==> config.mk <==
export PLATFORM = sky130hd
export DESIGN_NAME = control_unit_risc
export DESIGN_NICKNAME = d
export VERILOG_FILES = /design/src/rtl/control_unit_risc.sv
export SDC_FILE = /design/constraint.sdc
export NUM_CORES = 1
export LEC_CHECK = 0
export CAP_MARGIN = 5
export CORE_AREA = 2 2 43 84
export CTS_CLUSTER_SIZE = 14
export DETAILED_ROUTE_END_ITERATION = 6
export DIE_AREA = 0 0 45 86
export DONT_BUFFER_PORTS = 1
export MAX_ROUTING_LAYER = met4
export PLACE_DENSITY = 0.7
export RECOVER_POWER = 50
export SYNTH_ARGS = -nofsm -noshare
export SYNTH_HDL_FRONTEND = slang
export SYNTH_SLANG_ARGS = --single-unit
==> constraint.sdc <==
create_clock -name clk -period 1.8 [get_ports clk]
set_clock_uncertainty 0.2 [all_clocks]
set_input_delay 0.36 -clock clk [delete_from_list [all_inputs] [get_ports clk]]
set_output_delay 0.36 -clock clk [all_outputs]
set_load 0.005 [all_outputs]
==> src/rtl/control_unit_risc.sv <==
// Multi-cycle control sequencer for a 16-bit RISC datapath: fetch, decode, execute, load/store, halt.
// Optional macro CTRL_ILLEGAL_TRAP_EN: illegal opcodes set illegal_op and enter HALT instead of acting as NOP.
module control_unit_risc #(
    parameter int unsigned word_size = 16,
    parameter int unsigned op_size   = 5,
    parameter int unsigned addr_size = 8
) (
    input  logic                 clk,
    input  logic                 rst,
    input  logic [word_size-1:0] mem_rdata,
    input  logic                 mem_ready,
    input  logic                 alu_zero_flag,
    output logic                 mem_req,
    output logic                 mem_we,
    output logic [addr_size-1:0] mem_addr,
    output logic [op_size-1:0]   alu_sel,
    output logic [2:0]           rf_src1,
    output logic [2:0]           rf_src2,
    output logic [2:0]           rf_dst,
    output logic                 rf_we,
    output logic                 rf_wsel,
    output logic [addr_size-1:0] pc,
    output logic                 halted,
    output logic                 illegal_op
);

    localparam logic [4:0] OP_NOP  = 5'b00000;
    localparam logic [4:0] OP_ADD  = 5'b00001;
    localparam logic [4:0] OP_SUB  = 5'b00010;
    localparam logic [4:0] OP_AND  = 5'b00011;
    localparam logic [4:0] OP_NOT  = 5'b00100;
    localparam logic [4:0] OP_OR   = 5'b00101;
    localparam logic [4:0] OP_XOR  = 5'b00110;
    localparam logic [4:0] OP_XNOR = 5'b00111;
    localparam logic [4:0] OP_NAND = 5'b01000;
    localparam logic [4:0] OP_NOR  = 5'b01001;
    localparam logic [4:0] OP_RD   = 5'b01010;
    localparam logic [4:0] OP_WR   = 5'b01011;
    localparam logic [4:0] OP_BR   = 5'b01100;
    localparam logic [4:0] OP_BRZ  = 5'b01101;
    localparam logic [4:0] OP_HALT = 5'b11111;

    typedef enum logic [2:0] {
        ST_FETCH  = 3'd0,
        ST_DECODE = 3'd1,
        ST_EXEC   = 3'd2,
        ST_MEM_RD = 3'd3,
        ST_MEM_WR = 3'd4,
        ST_HALT   = 3'd5
    } state_t;

    state_t               state;
    logic [word_size-1:0] ir;
    logic                 zero_reg;

    logic [4:0] f_opcode;
    logic [2:0] f_dst;
    logic [2:0] f_src1;
    logic [2:0] f_src2;
    logic [7:0] f_addr;

    // Instruction field extraction from the held instruction word
    assign f_opcode = ir[15:11];
    assign f_dst    = ir[10:8];
    assign f_src1   = ir[7:5];
    assign f_src2   = ir[4:2];
    assign f_addr   = ir[7:0];

    // State, program counter, instruction and flag registers
    always_ff @(posedge clk or posedge rst) begin
        if (rst) begin
            state      <= ST_FETCH;
            pc         <= '0;
            ir         <= '0;
            zero_reg   <= 1'b0;
            halted     <= 1'b0;
            illegal_op <= 1'b0;
        end else begin
            case (state)
                ST_FETCH: begin
                    if (mem_ready) begin
                        ir    <= mem_rdata;
                        pc    <= pc + addr_size'(1);
                        state <= ST_DECODE;
                    end
                end
                ST_DECODE: begin
                    case (f_opcode)
                        OP_ADD, OP_SUB, OP_AND, OP_NOT, OP_OR,
                        OP_XOR, OP_XNOR, OP_NAND, OP_NOR: state <= ST_EXEC;
                        OP_RD:  state <= ST_MEM_RD;
                        OP_WR:  state <= ST_MEM_WR;
                        OP_NOP: state <= ST_FETCH;
                        OP_BR: begin
                            pc    <= addr_size'(f_addr);
                            state <= ST_FETCH;
                        end
                        OP_BRZ: begin
                            if (zero_reg) begin
                                pc <= addr_size'(f_addr);
                            end
                            state <= ST_FETCH;
                        end
                        OP_HALT: begin
                            halted <= 1'b1;
                            state  <= ST_HALT;
                        end
                        default: begin
`ifdef CTRL_ILLEGAL_TRAP_EN
                            illegal_op <= 1'b1;
                            halted     <= 1'b1;
                            state      <= ST_HALT;
`else
                            state <= ST_FETCH;
`endif
                        end
                    endcase
                end
                ST_EXEC: begin
                    zero_reg <= alu_zero_flag;
                    state    <= ST_FETCH;
                end
                ST_MEM_RD: begin
                    if (mem_ready) begin
                        state <= ST_FETCH;
                    end
                end
                ST_MEM_WR: begin
                    if (mem_ready) begin
                        state <= ST_FETCH;
                    end
                end
                ST_HALT: state <= ST_HALT;
                default: state <= ST_FETCH;
            endcase
        end
    end

    // Datapath/memory strobes decoded from the registered state; the load write-back
    // strobe follows mem_ready in the completing cycle, and reset masks everything at once.
    always_comb begin
        mem_req  = 1'b0;
        mem_we   = 1'b0;
        mem_addr = pc;
        alu_sel  = op_size'(OP_NOP);
        rf_src1  = 3'd0;
        rf_src2  = 3'd0;
        rf_dst   = 3'd0;
        rf_we    = 1'b0;
        rf_wsel  = 1'b0;
        if (!rst) begin
            case (state)
                ST_FETCH: begin
                    mem_req  = 1'b1;
                    mem_addr = pc;
                end
                ST_EXEC: begin
                    alu_sel = op_size'(f_opcode);
                    rf_src1 = f_src1;
                    rf_src2 = f_src2;
                    rf_dst  = f_dst;
                    rf_we   = 1'b1;
                end
                ST_MEM_RD: begin
                    mem_req  = 1'b1;
                    mem_addr = addr_size'(f_addr);
                    rf_dst   = f_dst;
                    rf_we    = mem_ready;
                    rf_wsel  = mem_ready;
                end
                ST_MEM_WR: begin
                    mem_req  = 1'b1;
                    mem_we   = 1'b1;
                    mem_addr = addr_size'(f_addr);
                    rf_src1  = f_dst;
                end
                default: ;
            endcase
        end
    end

endmodule
Word-level counts from Yosys, hierarchy flattened:

Index checks and enable logic that the tools add are counted.

* register bits: 29
* latch bits: 0
* memory bits (writable): 0
* ROM bits: 0
* bits of input ports: 20
* output and inout port bits: 36
* word-level logic and storage cells: 65
* memories kept: 0

* add/sub/neg operators: 1
* $mul: 0
* div/mod/pow operators: 0
* $lt $le $gt $ge: 0
* eq/ne operators: 23
* shift-type cells: 0
* muxes and demuxes: 26
* bitwise gates (word level): 0
* reductions and logical operators: 10

Operators with widths (number)
* $mux 8: 4
* $pmux 8 s2: 2
* $eq 5x4->1 const B: 6
* $pmux 3 s4: 2
* $mux 3: 7
* $eq 5x3->1 const B: 4
* $eq 5x2->1 const B: 2
* $mux 5: 2
* $reduce_or 9->1: 1
* $add 8x1->8 const B: 1
* $mux 1: 7
* $eq 3x2->1 const B: 2
* $eq 3x3->1 const B: 2
* $pmux 3 s2: 1
* $reduce_and 2->1: 3
* $eq 5x1->1 const B: 1
* $eq 5x5->1 const B: 1
* $reduce_and 4->1: 1
* $reduce_or 2->1: 2
* $eq 3x1->1 const B: 1
* $logic_not 3->1: 1
* $ne 3x2->1 const B: 1
* $ne 3x3->1 const B: 1
* $reduce_or 3->1: 1
* other kinds (4): 4

Depth between registers and ports, before layout:

* word-level depth: 4
* mapped depth: 6
* gate-level depth less buffers: 4

Least setup slack after synthesis:

Ideal clock, no wire load.

* path kind: flip-flop to output port
* start: register state[1]
* end: output mem_addr[0]
* arrival time: 1.386 ns
* data required time: 1.240 ns
* slack: -0.146 ns
* stages on the path, launching flop included: 6
* path buffers: 1
* cells stage by stage: dfrtp_1 buf_6 nor2_1 nand2_1 a21oi_4 mux2_2

* cells in the longest elaborated chain, start to end: 4
* elaborated cells on any way between the ends: 5
* those cells by class: eq/ne: 2; mux: 2; reduce/logical: 1

Ends and longest elaborated chain
* start: declaration: RTL line 52 `state_t state;`
* start signal: assignment: RTL line 72 `state <= ST_FETCH;`
* start signal: assignment: RTL line 84 `state <= ST_DECODE;`
* start signal: assignment: RTL line 90 `OP_XOR, OP_XNOR, OP_NAND, OP_NOR: state <= ST_EXEC;`
* $eq 3x2->1 or $eq 3x3->1 (tied branches): RTL line 152 `case (state)`
* $reduce_or 2->1 (no line) (*)
* $mux 8 (*): RTL line 152
* $mux 8 (*): RTL line 151 `if (!rst) begin`
* end: declaration: RTL line 15 `output logic [addr_size-1:0] mem_addr,`

Mark *: on every way between the ends. The rest lies on a longest branch, timed or not.

Worst setup path after layout:

* start: register state[2]
* end: output mem_addr[7]

The elaborated chain is that of the path after synthesis.

==> results.py <==
metrics = {
    "placement": {
        "dp_hpwl_mm": 3.05,
        "dp.cells": 200,
        "gp_congestion": 0.799,
        "portBuffers": 0,
        "pre_cts_slack_ns": -0.101,
    },
    "global_route": {
        "antenna_found_initial": 0,
        "grt.total_usage_pct": 27.2,
        "grt_max_degree": 13,
        "grt_pass1_vias": 1556,
        "grt_first_pass_wirelength_mm": 7.44,
        "overflow": 0,
    },
    "drt": {
        "drc": 0,
        "drt_iter0_markers": 32,
        "vias": 1530,
        "first_pass_iters": 4,
        "ant_nets": 0,
        "wl_met3_um": 289,
        "wl_met2_mm": 3.02,
        "top_layer_used": "met4",
        "avgRoutedWirePerCell_um": 23.9,
        "wirelength_mm": 5.46,
        "routed_via_density": 6.71,
        "wl_met1_mm": 1.97,
    },
    "final_layout": {
        "fin_cells": 228,
        "drive_gt1_share_pct": 55.3,
        "fill_cells": 193,
        "fin_util_pct": 77.1,
        "syn2layout_area_growth_pct": 44.0,
        "largest-register": "ir",
        "num_antenna_cells": 0,
        "largest_reg_flops": 16,
        "largest_registers": "ir (16), pc (8), state (3)",
        "layout.nets": 217,
    },
    "worst_hold_path": {
        "hold_path.class": "in -> reg",
    },
    "clock_network": {
        "clk_path_buf_depth": 2,
        "cts_buffers": 5,
        "clk_pin_slew_ns": 0.08,
        "cts_sinks": 29,
        "htreeDepth": 2,
        "root_buffer": "clkbuf_8",
        "clk_latency_ns": 0.30,
        "cts_tree": "done",
    },
    "power": {
        "pwr-share-clk_pct": 13.0,
        "pwr-share-seq_pct": 29.7,
        "p_leak_nw": 1.13,
        "power_frac_comb_pct": 57.3,
        "swShare_pct": 38.6,
        "power_density_nw_per_um2": 1970,
        "ir_drop_v": 0.00132,
        "switching_power_mw": 1.87,
        "internal_power_mw": 2.97,
    },
    "setup_path": {
        "critPathLaunchType": "flop",
        "crit_fanout": 8,
        "critPathTopFamily": "flip-flops",
        "crit_buf_inv": 1,
        "critPathKind": "reg -> out",
        "worstPathArrival_ns": 1.58,
        "crit_path_end_kind": "output pin",
        "path_cells": "nand3b_4, a21oi_4, buf_12, mux2_4",
        "required_ns": 1.24,
        "slowest_stage": "dfrtp_1",
        "cp_slowest_stage_delay_ns": 0.44,
    },
    "run_status": {
        "status": "finished with violations",
        "violations": "setup timing",
    },
    "logic_synthesis": {
        "netlist_instances": 156,
        "synthArstFlopShare_pct": 100,
        "synth_area_um2": 1710,
        "synth_most_common_cell": "dfrtp_1",
        "netlist_top_cells_area": "dfrtp_1 (42%), mux2_2 (16%), and2_1 (4.0%)",
        "ys_seq_area_share_pct": 42.5,
        "syn_area_per_cell_um2": 11.0,
        "yosys.area.top_type": "dfrtp_1",
        "syn_nets": 177,
        "dominantRegCellSynth": "dfrtp_1",
        "ys_types": 48,
        "yosys-top-cells-count": "dfrtp_1 (29), mux2_2 (24), and2_1 (11)",
        "yosys_warnings": 1,
        "synth-seq-cells": 29,
        "synth_edf_count": 0,
        "yosysTopAreaCellShare_pct": 42.5,
    },
    "timing": {
        "fin_ws_ns": -0.341,
        "holdWs_ns": 0.00640,
        "rsz0062_at_grt": "true",
        "tightest_slew_ns": 0.504,
        "hold_viol": 0,
        "setup_viol": 48,
        "slew_viol_final": 0,
        "relSlewSlack_pct": 66.4,
        "period_needed_ns": 2.14,
        "finalCritPeriodShare_pct": 119,
        "fmax_mhz": 467,
    },
    "die": {
        "fp.dieH_um": 86,
        "core_um2": 3190,
        "ios": 56,
        "die_area_um2": 3870,
        "start_util_pct": 53.5,
        "rows": 29,
        "die_x_um": 45,
    },
    "job": {
        "max_cap_viol_count": 0,
    },
}
-- kinds of logic after synthesis --
logic type / Yosys count / share of synthesized area, %
buf+inv: 12 / 4.76
flops: 29 / 42.5
simple gates: 58 / 22.1
mux: 24 / 15.8
other cells: 1 / 0.219
xor+xnor: 1 / 0.513
fa+ha+maj: 1 / 0.732
compound gates: 30 / 13.4
-- cell type report --
cell class	count	area [µm²]	share of cell area [%]
multi-input combinational	115	1130	45.8
tap	31	38.8	1.58
clock buffer	7	96.3	3.91
clock inverter	1	5.00	0.203
timing repair buffer	41	452	18.4
inverter	4	15.0	0.610
sequential	29	727	29.5
-- path summary, 6_finish.rpt --
check / startpoint / endpoint / slack [ns] / cells after the start
max in group asynchronous: rst / ir[11] / 0.31 / 3
hold reg to reg: halted / halted / 0.30 / 1
setup / recovery: state[2] / mem_addr[7] / -0.34 / 4
min in group asynchronous: rst / ir[10] / 0.31 / 2
hold / removal: mem_rdata[9] / ir[9] / 0.006 / 1
setup reg to reg: state[0] / ir[15] / -0.19 / 7
-- power by group through the flow --
stage	registers, mW	logic (mW)	clock network [mW]
finish	1.44	2.77	0.627
global route	1.50	2.93	0.640
CTS	1.39	2.12	0.614
detailed placement	1.40	1.64	0
global placement	1.39	1.58	0
floorplan	1.28	1.26	0
-- repair_timing --
item                       in CTS  in global routing
setup buffers                   6                 12
gates resized for setup        22                 58
setup endpoints to repair      46                 52
pin swaps                       8                 15
gates cloned                    3                  0
hold buffers                    1                  0
hold endpoints to repair        9                  0
-- per-layer routing --
| layer | GRT usage, % | up-vias |
|---|---|---|
| li1 | - | 660 |
| met1 | 29.2 | 780 |
| met2 | 43.5 | 73 |
| met5 | - | - |
| met4 | 16.3 | 0 |
| met3 | 6.11 | 17 |
-- cells in the final DEF (no fill, tap or decap), drive strengths merged, types with 2 or more instances in the layout --
cell type  Yosys  layout
buf            7      39
dfrtp         29      29
mux2          24      24
and2          11      11
nand2          9       9
clkbuf         1       8
and3           6       6
nand3          6       6
a21oi          6       6
nor2           6       6
inv            4       4
nand2b         4       4
a22o           3       3
o211ai         3       3
o21ai          3       3
or2b           2       2
o221a          2       2
a31oi          2       2
o22ai          2       2
nand4          2       2
nor4b          2       2
or2            2       2
nor3b          2       2
-- worst reg2reg max path: stages, from the launching register on --
cell and delay, ns:
dfrtp_1 0.42, buf_6 0.14, buf_8 0.12, nor4b_4 0.25
buf_4 0.20, buf_12 0.11, buf_16 0.13, mux2_4 0.31
-- metrics by stage --
step / total power [mW] / TNS, ns / instance area [µm²]
2_1_floorplan: 2.54 / -1.02 / 1710
3_3_place_gp: 2.96 / -0.251 / 1870
3_5_place_dp: 3.04 / -0.650 / 1870
4_1_cts: 4.13 / -9.48 / 2180
5_1_grt: 5.06 / -11.30 / 2460
6_report: 4.84 / -9.49 / 2460
No activity file was read; power rests on OpenSTA's default activity.
==> edit 1 (same settings) <==
Encoding of `state_t`: now one-hot (6 bits for 6 states).
--- a/src/rtl/control_unit_risc.sv
+++ b/src/rtl/control_unit_risc.sv
@@ -42,9 +42,9 @@
 
-    typedef enum logic [2:0] {
-        ST_FETCH  = 3'd0,
-        ST_DECODE = 3'd1,
-        ST_EXEC   = 3'd2,
-        ST_MEM_RD = 3'd3,
-        ST_MEM_WR = 3'd4,
-        ST_HALT   = 3'd5
+    typedef enum logic [5:0] {
+        ST_FETCH  = 6'b000001,
+        ST_DECODE = 6'b000010,
+        ST_EXEC   = 6'b000100,
+        ST_MEM_RD = 6'b001000,
+        ST_MEM_WR = 6'b010000,
+        ST_HALT   = 6'b100000
     } state_t;
Formal check against the unedited RTL: same outputs for any inputs over 10 cycles, from zero or initial values and one cycle with rst high; not proved beyond that.
==> edit 1 against the original RTL <==
- the run still ends with setup timing left
- first-iteration DRC count up 25%
- worst setup slack got worse by 0.038 ns
- final cell count increased by 17%
- routed wire length grew 16%
- design area rose by 10%
- count of clock-buffer cells in the layout down 1
- synthesized cell count increased by 19%
- total power fell by 9.4%
- worst hold slack improved by 0.012 ns
- area after synthesis rose by 12%
- clock power fell by 8.0%
- register-to-register slack lost 0.07 ns
- sequential power is 3% lower
- sequential cell count grew 3
- critical endpoint is now rf_dst[1]
- largest cell class unchanged
- largest power group unchanged
==> edit 1: results (changes against the original RTL) <==
[status]
status=finished with violations
violations=setup timing

[finish]
n_antenna_cell=0  ; unchanged
fin_nets=255  ; +18%
drive_above_1_share_pct=53.2  ; -2.1 points
top_regs=ir (16), pc (8), state (6)

[placement]
routabilityCongestion=0.874  ; +9.5%
post-dp-hpwl_um=3840  ; +26%
placed_cell_area_um2=2220  ; +19%
pre_cts_ws_ns=-0.0977  ; +0.00292 ns

[timing]
finalSetupViolations=56  ; +17%
relSlewSlack_pct=43.0  ; -23 points
finalSetupTns_ns=-12.40  ; -2.90 ns
worst_slack_ns=-0.379  ; -0.0380 ns

[yosys]
synthAdderAreaFrac_pct=0.654  ; -0.078 points
synth_compound_area_share_pct=14.4  ; +1.0 points
yosys-top-cells-area=dfrtp_1 41%, mux2_1 9.4%, mux2_2 5.3%
synthXorXnorAreaFrac_pct=0.915  ; +0.40 points
yosysUniqueCellTypes=50  ; +4.2%
synth_common_cells=31 x dfrtp_1, 16 x mux2_1, 12 x nor2_1
ys.flop_type=dfrtp_1
synth-seq-area-share_pct=41.9  ; -0.56 points
yosys_warnings=1  ; unchanged
synthMuxAreaShare_pct=14.7  ; -1.1 points
synth_nets=206  ; +16%

[route]
routed_wl_um=6330  ; +16%
vias_per_cell=6.74  ; +0.50%
dr.first_iter.drc_count=40  ; +25%

[critical_path]
rrSetupSlack_ns=-0.26  ; -0.07 ns
rr_endpoint=state[4]
ff2ff_path_depth=6  ; -1
r2r_start=state[4]
cpLargestDelayFamily=simple AND/OR/NAND/NOR gates
slowest_delay_ns=0.43
path_max_fanout=4  ; -4
arrival_ns=1.62  ; +0.04 ns

[clock_tree]
htree_levels=2  ; unchanged
clock-root-buffer=clkbuf_8
clock_latency_ns=0.28  ; -0.02 ns
clk_pin_slew_ns=0.07

[power]
cellLeakagePower_nw=1.19  ; +5.0%
peakVddDrop_uv=1250  ; -5.6%
p_sw_share_pct=39.1  ; +0.50 points

[min_path]
min-delay-start=mem_rdata[6]
min_path_type=in -> reg
hold-path-endpoint=ir[6]

[global_routing]
grt_pass1_vias=1762  ; +13%
grt_max_degree=33  ; +20
grt.total_usage_pct=29.5  ; +2.4 points
grt_pass1_wl_um=8170  ; +9.8%

[edit 1: logic make-up (layout without fill, tap and decap cells)]
group / count (synthesis) / count (layout)
compound gates: 38 / 38
xor+xnor: 2 / 2
fa+ha+maj: 1 / 1
buf+inv: 15 / 65
flops: 32 / 32
mux: 25 / 25
other cells: 1 / 1
simple gates: 71 / 71
[edit 1: timing repair]
action                                  in CTS  in global routing
pin swaps                                   11                 14
cloned                                       0                  1
buffers inserted                             6                  8
hold endpoints to repair                    32                  0
hold buffers                                 2                  0
resized for setup                           26                 35
endpoints found under the setup margin      51                 53
[edit 1: power by group through the flow]
stage	logic, W	registers (W)	clock network (W)
after global routing	0.00253	0.00144	0.000610
final	0.00241	0.00140	0.000577
after detailed placement	0.00176	0.00137	0
after CTS	0.00188	0.00136	0.000589
after floorplan	0.00115	0.00133	0
after global placement	0.00172	0.00134	0
[edit 1: how the worst max path moves through the flow]
stage | to | depth (start not counted) | startpoint | slack, ns
6_report | rf_dst[1] | 6 | state[1] | -0.38
5_1_grt | rf_dst[1] | 6 | state[1] | -0.42
4_1_cts | rf_src1[2] | 6 | state[1] | -0.35
3_5_place_dp | mem_addr[1] | 4 | state[0] | -0.1
3_3_place_gp | mem_addr[4] | 4 | state[0] | -0.09
2_1_floorplan | ir[0] | 6 | state[3] | -0.12
[edit 1: area by class of cell]
type,count,area [um2]
Clock buffer,6,82.6
Clock inverter,2,10.0
Fill cell,179,478
Inverter,3,11.3
Multi-Input combinational cell,138,1270
Sequential cell,32,806
Tap cell,31,38.8
Timing Repair Buffer,54,492
[edit 1: per-stage QoR]
step,std cells,hold WS [ns],total power (W)
after global routing,266,0.0144,0.00458
after CTS,258,0.000522,0.00383
after detailed placement,242,0.165,0.00313
after floorplan,185,0.259,0.00248
after global placement,242,0.154,0.00306
final,266,0.0186,0.00439
[edit 1: worst register-to-register path, stage by stage (launching register included)]
cell and delay [ns]:
dfrtp_2 0.45, buf_6 0.15, nor4_4 0.33, buf_4 0.20
nand2_4 0.05, or4_4 0.45, o2bb2ai_4 0.16
[edit 1: layer usage]
| layer | track usage [%] | vias up | part of all wire, % |
|---|---|---|---|
| met5 | - | - | 0 |
| met4 | 14.7 | 0 | 3.4 |
| met3 | 5.05 | 25 | 4.8 |
| met2 | 52.2 | 86 | 58 |
| met1 | 29.2 | 913 | 34 |
| li1 | - | 770 | - |
==> edit 2 (same flow settings) <==
Without the edit above. Set the parameter `addr_size` to 4 (it was 8).
--- a/src/rtl/control_unit_risc.sv
+++ b/src/rtl/control_unit_risc.sv
@@ -5,3 +5,3 @@
     parameter int unsigned op_size   = 5,
-    parameter int unsigned addr_size = 8
+    parameter int unsigned addr_size = 4
 ) (
Ports: changed (resized mem_addr and pc); port bits go from 56 to 48. No check against the original RTL was run, so the function may have changed too.
==> edit 2 against the original RTL <==
- the run still ends with setup timing left
- die area unchanged
- area after synthesis down 15%
- global-route usage decreased by 3.3 points
- combinational power down 35%
- design area fell by 18%
- sequential cell count fell by 4
- total power decreased by 33%
- critical endpoint is now mem_addr[3]
- core utilization fell by 14 points
- non-clock buffer count did not move
- maximum frequency down 4.7%
- sequential share of layout area is 1.4 points higher
- routed wire length decreased by 23%
- worst setup slack got worse by 0.11 ns
- via count down 8.6%
==> edit 2: results (changes against the original RTL) <==
[status]
status=finished with violations
violations=setup timing

[placement]
port_buffers=0  ; unchanged
placed_cell_area_um2=1610  ; -14%
routabilityCongestion=0.912  ; +14%
pre_cts_ws_ns=-0.136  ; -0.0359 ns
post-dp-hpwl_um=2810  ; -7.6%

[yosys]
yosys_warnings=1  ; unchanged
synth_nets=185  ; +4.5%
synth-seq-area-share_pct=43.3  ; +0.79 points
ys.flop_type=dfrtp_1
yosys-top-cells-area=dfrtp_1 43%, nand2_1 12%, and2_1 6.1%
synth_edf_count=0  ; unchanged
yosysUniqueCellTypes=42  ; -13%
async_reset_ff_share_pct=100  ; unchanged
synth_common_cells=48 x nand2_1, 25 x dfrtp_1, 14 x and2_1

[global_routing]
grt_pass1_vias=1442  ; -7.3%
grt_pass1_wl_um=6620  ; -11%
grt.total_usage_pct=23.8  ; -3.3 points
grt_max_degree=26  ; +13
antenna_found_initial=0  ; unchanged

[route]
dr.first_iter.drc_count=44  ; +38%
vias_per_cell=6.13  ; -8.6%
avgRoutedWirePerCell_um=18.4  ; -23%
drt-pass1-iter-count=4  ; unchanged

[clock_tree]
clock-root-buffer=clkbuf_8
cts_made_buffers=3  ; -2
cts_buffer_depth=2  ; unchanged
clock_latency_ns=0.27  ; -0.03 ns
clk_pin_slew_ns=0.08  ; about the same
htree_levels=1  ; -1

[min_path]
min_path_type=in -> reg

[timing]
tightestPinTransition_ns=0.636  ; +0.132 ns
fmax_ghz=0.445  ; -4.7%
finalSetupTns_ns=-10.74  ; -1.24 ns
worst_slack_ns=-0.447  ; -0.105 ns
hold_viol_final=0  ; unchanged
finalSetupViolations=40  ; -17%

[finish]
drive_above_1_share_pct=42.6  ; -13 points
n_antenna_cell=0  ; unchanged
top_regs=ir (16), pc (4), state (3)
fin_nets=219  ; +0.92%
nFillCells=253  ; +31%

[critical_path]
slowest_delay_ns=0.43
arrival_ns=1.69  ; +0.11 ns
cpLargestDelayFamily=flip-flops
path_max_fanout=4  ; -4
crit_slowest_cell=dfrtp_2

[power]
peakVddDrop_uv=1010  ; -23%
p_switching_w=0.00133  ; -29%
cellLeakagePower_nw=0.937  ; -17%

==> edit 2: changes by cell type after synthesis, sizes merged, moves of 3 or more <==
cell,unedited run,this run
and2,11,14
clkbuf,1,6
dfrtp,29,25
nand2,9,48
o311a,0,4
nand3,6,2
o211ai,3,0
and3,6,2
mux2,24,5
or4,0,3
==> edit 2: power by group through the flow <==
stage | Combinational [W] | Sequential (W) | Clock, W
final | 0.00179 | 0.00110 | 0.000335
after global placement | 0.00124 | 0.00105 | 0
after detailed placement | 0.00130 | 0.00108 | 0
after floorplan | 0.000947 | 0.00101 | 0
after global routing | 0.00194 | 0.00113 | 0.000370
after CTS | 0.00155 | 0.00107 | 0.000339
==> edit 2: final cells by class <==
type	instances	area [um2]	area share, %
multi-input combinational	124	910	45.0
sequential	25	627	31.0
timing repair buffer	41	390	19.3
clock buffer	4	45.0	2.23
tap	31	38.8	1.92
inverter	3	12.5	0.618
==> edit 2: stage by stage <==
stage / hold WS, ns / instances
after global placement: 0.130 / 204
after floorplan: 0.0470 / 164
after global routing: 0.000311 / 228
after detailed placement: 0.134 / 204
final: 0.00251 / 228
after CTS: 0.00348 / 225
==> edit 2: what timing repair did <==
action / CTS / global route
gates cloned: 2 / 0
buffers inserted: 6 / 7
resized for setup: 30 / 36
pin swaps: 5 / 35
hold buffers: 10 / 0
hold endpoints to repair: 34 / 0
setup endpoints to repair: 27 / 42
==> edit 2: logic make-up (layout without fill, tap and decap cells) <==
kind of cell | count (synthesis) | count (layout) | share of synthesized area (%)
AND/OR/NAND/NOR | 96 | 96 | 34.3
XOR/XNOR | 1 | 1 | 0.606
flip-flops | 25 | 25 | 43.3
buffers and inverters | 15 | 48 | 5.19
adder cells (fa/ha/maj) | 1 | 1 | 0.865
AO/OA/AOI/OAI | 20 | 20 | 11.7
other | 1 | 1 | 0.259
multiplexers | 5 | 5 | 3.89
==> edit 2: path summary, 6_finish.rpt <==
kind                            cells after the start  slack (ns)          end         start
worst max-delay path                                4       -0.45  mem_addr[3]      state[2]
worst min-delay path                                2       0.003        ir[4]  mem_rdata[4]
worst max register to register                      7       -0.36        pc[0]      state[2]
worst min register to register                      2        0.29        ir[4]         ir[4]
max in group asynchronous                           3        0.46     state[2]           rst
min in group asynchronous                           3        0.50       ir[10]           rst
==> edit 2: worst register-to-register path, stage by stage, from the launching register on <==
cell and delay (ns):
dfrtp_2 0.43, buf_6 0.12, buf_4 0.12, buf_6 0.11, buf_6 0.10, or4b_4 0.54
o311a_1 0.16, a311o_1 0.27
==> edit 2: layer usage <==
layer  GRT usage [%]  vias to the layer above  wire length (um)
met5               -                        -                 0
met3            3.16                       12               179
met4            9.63                        0               122
met2            42.6                       48              2440
met1            24.8                      705              1450
li1                -                      633                 -
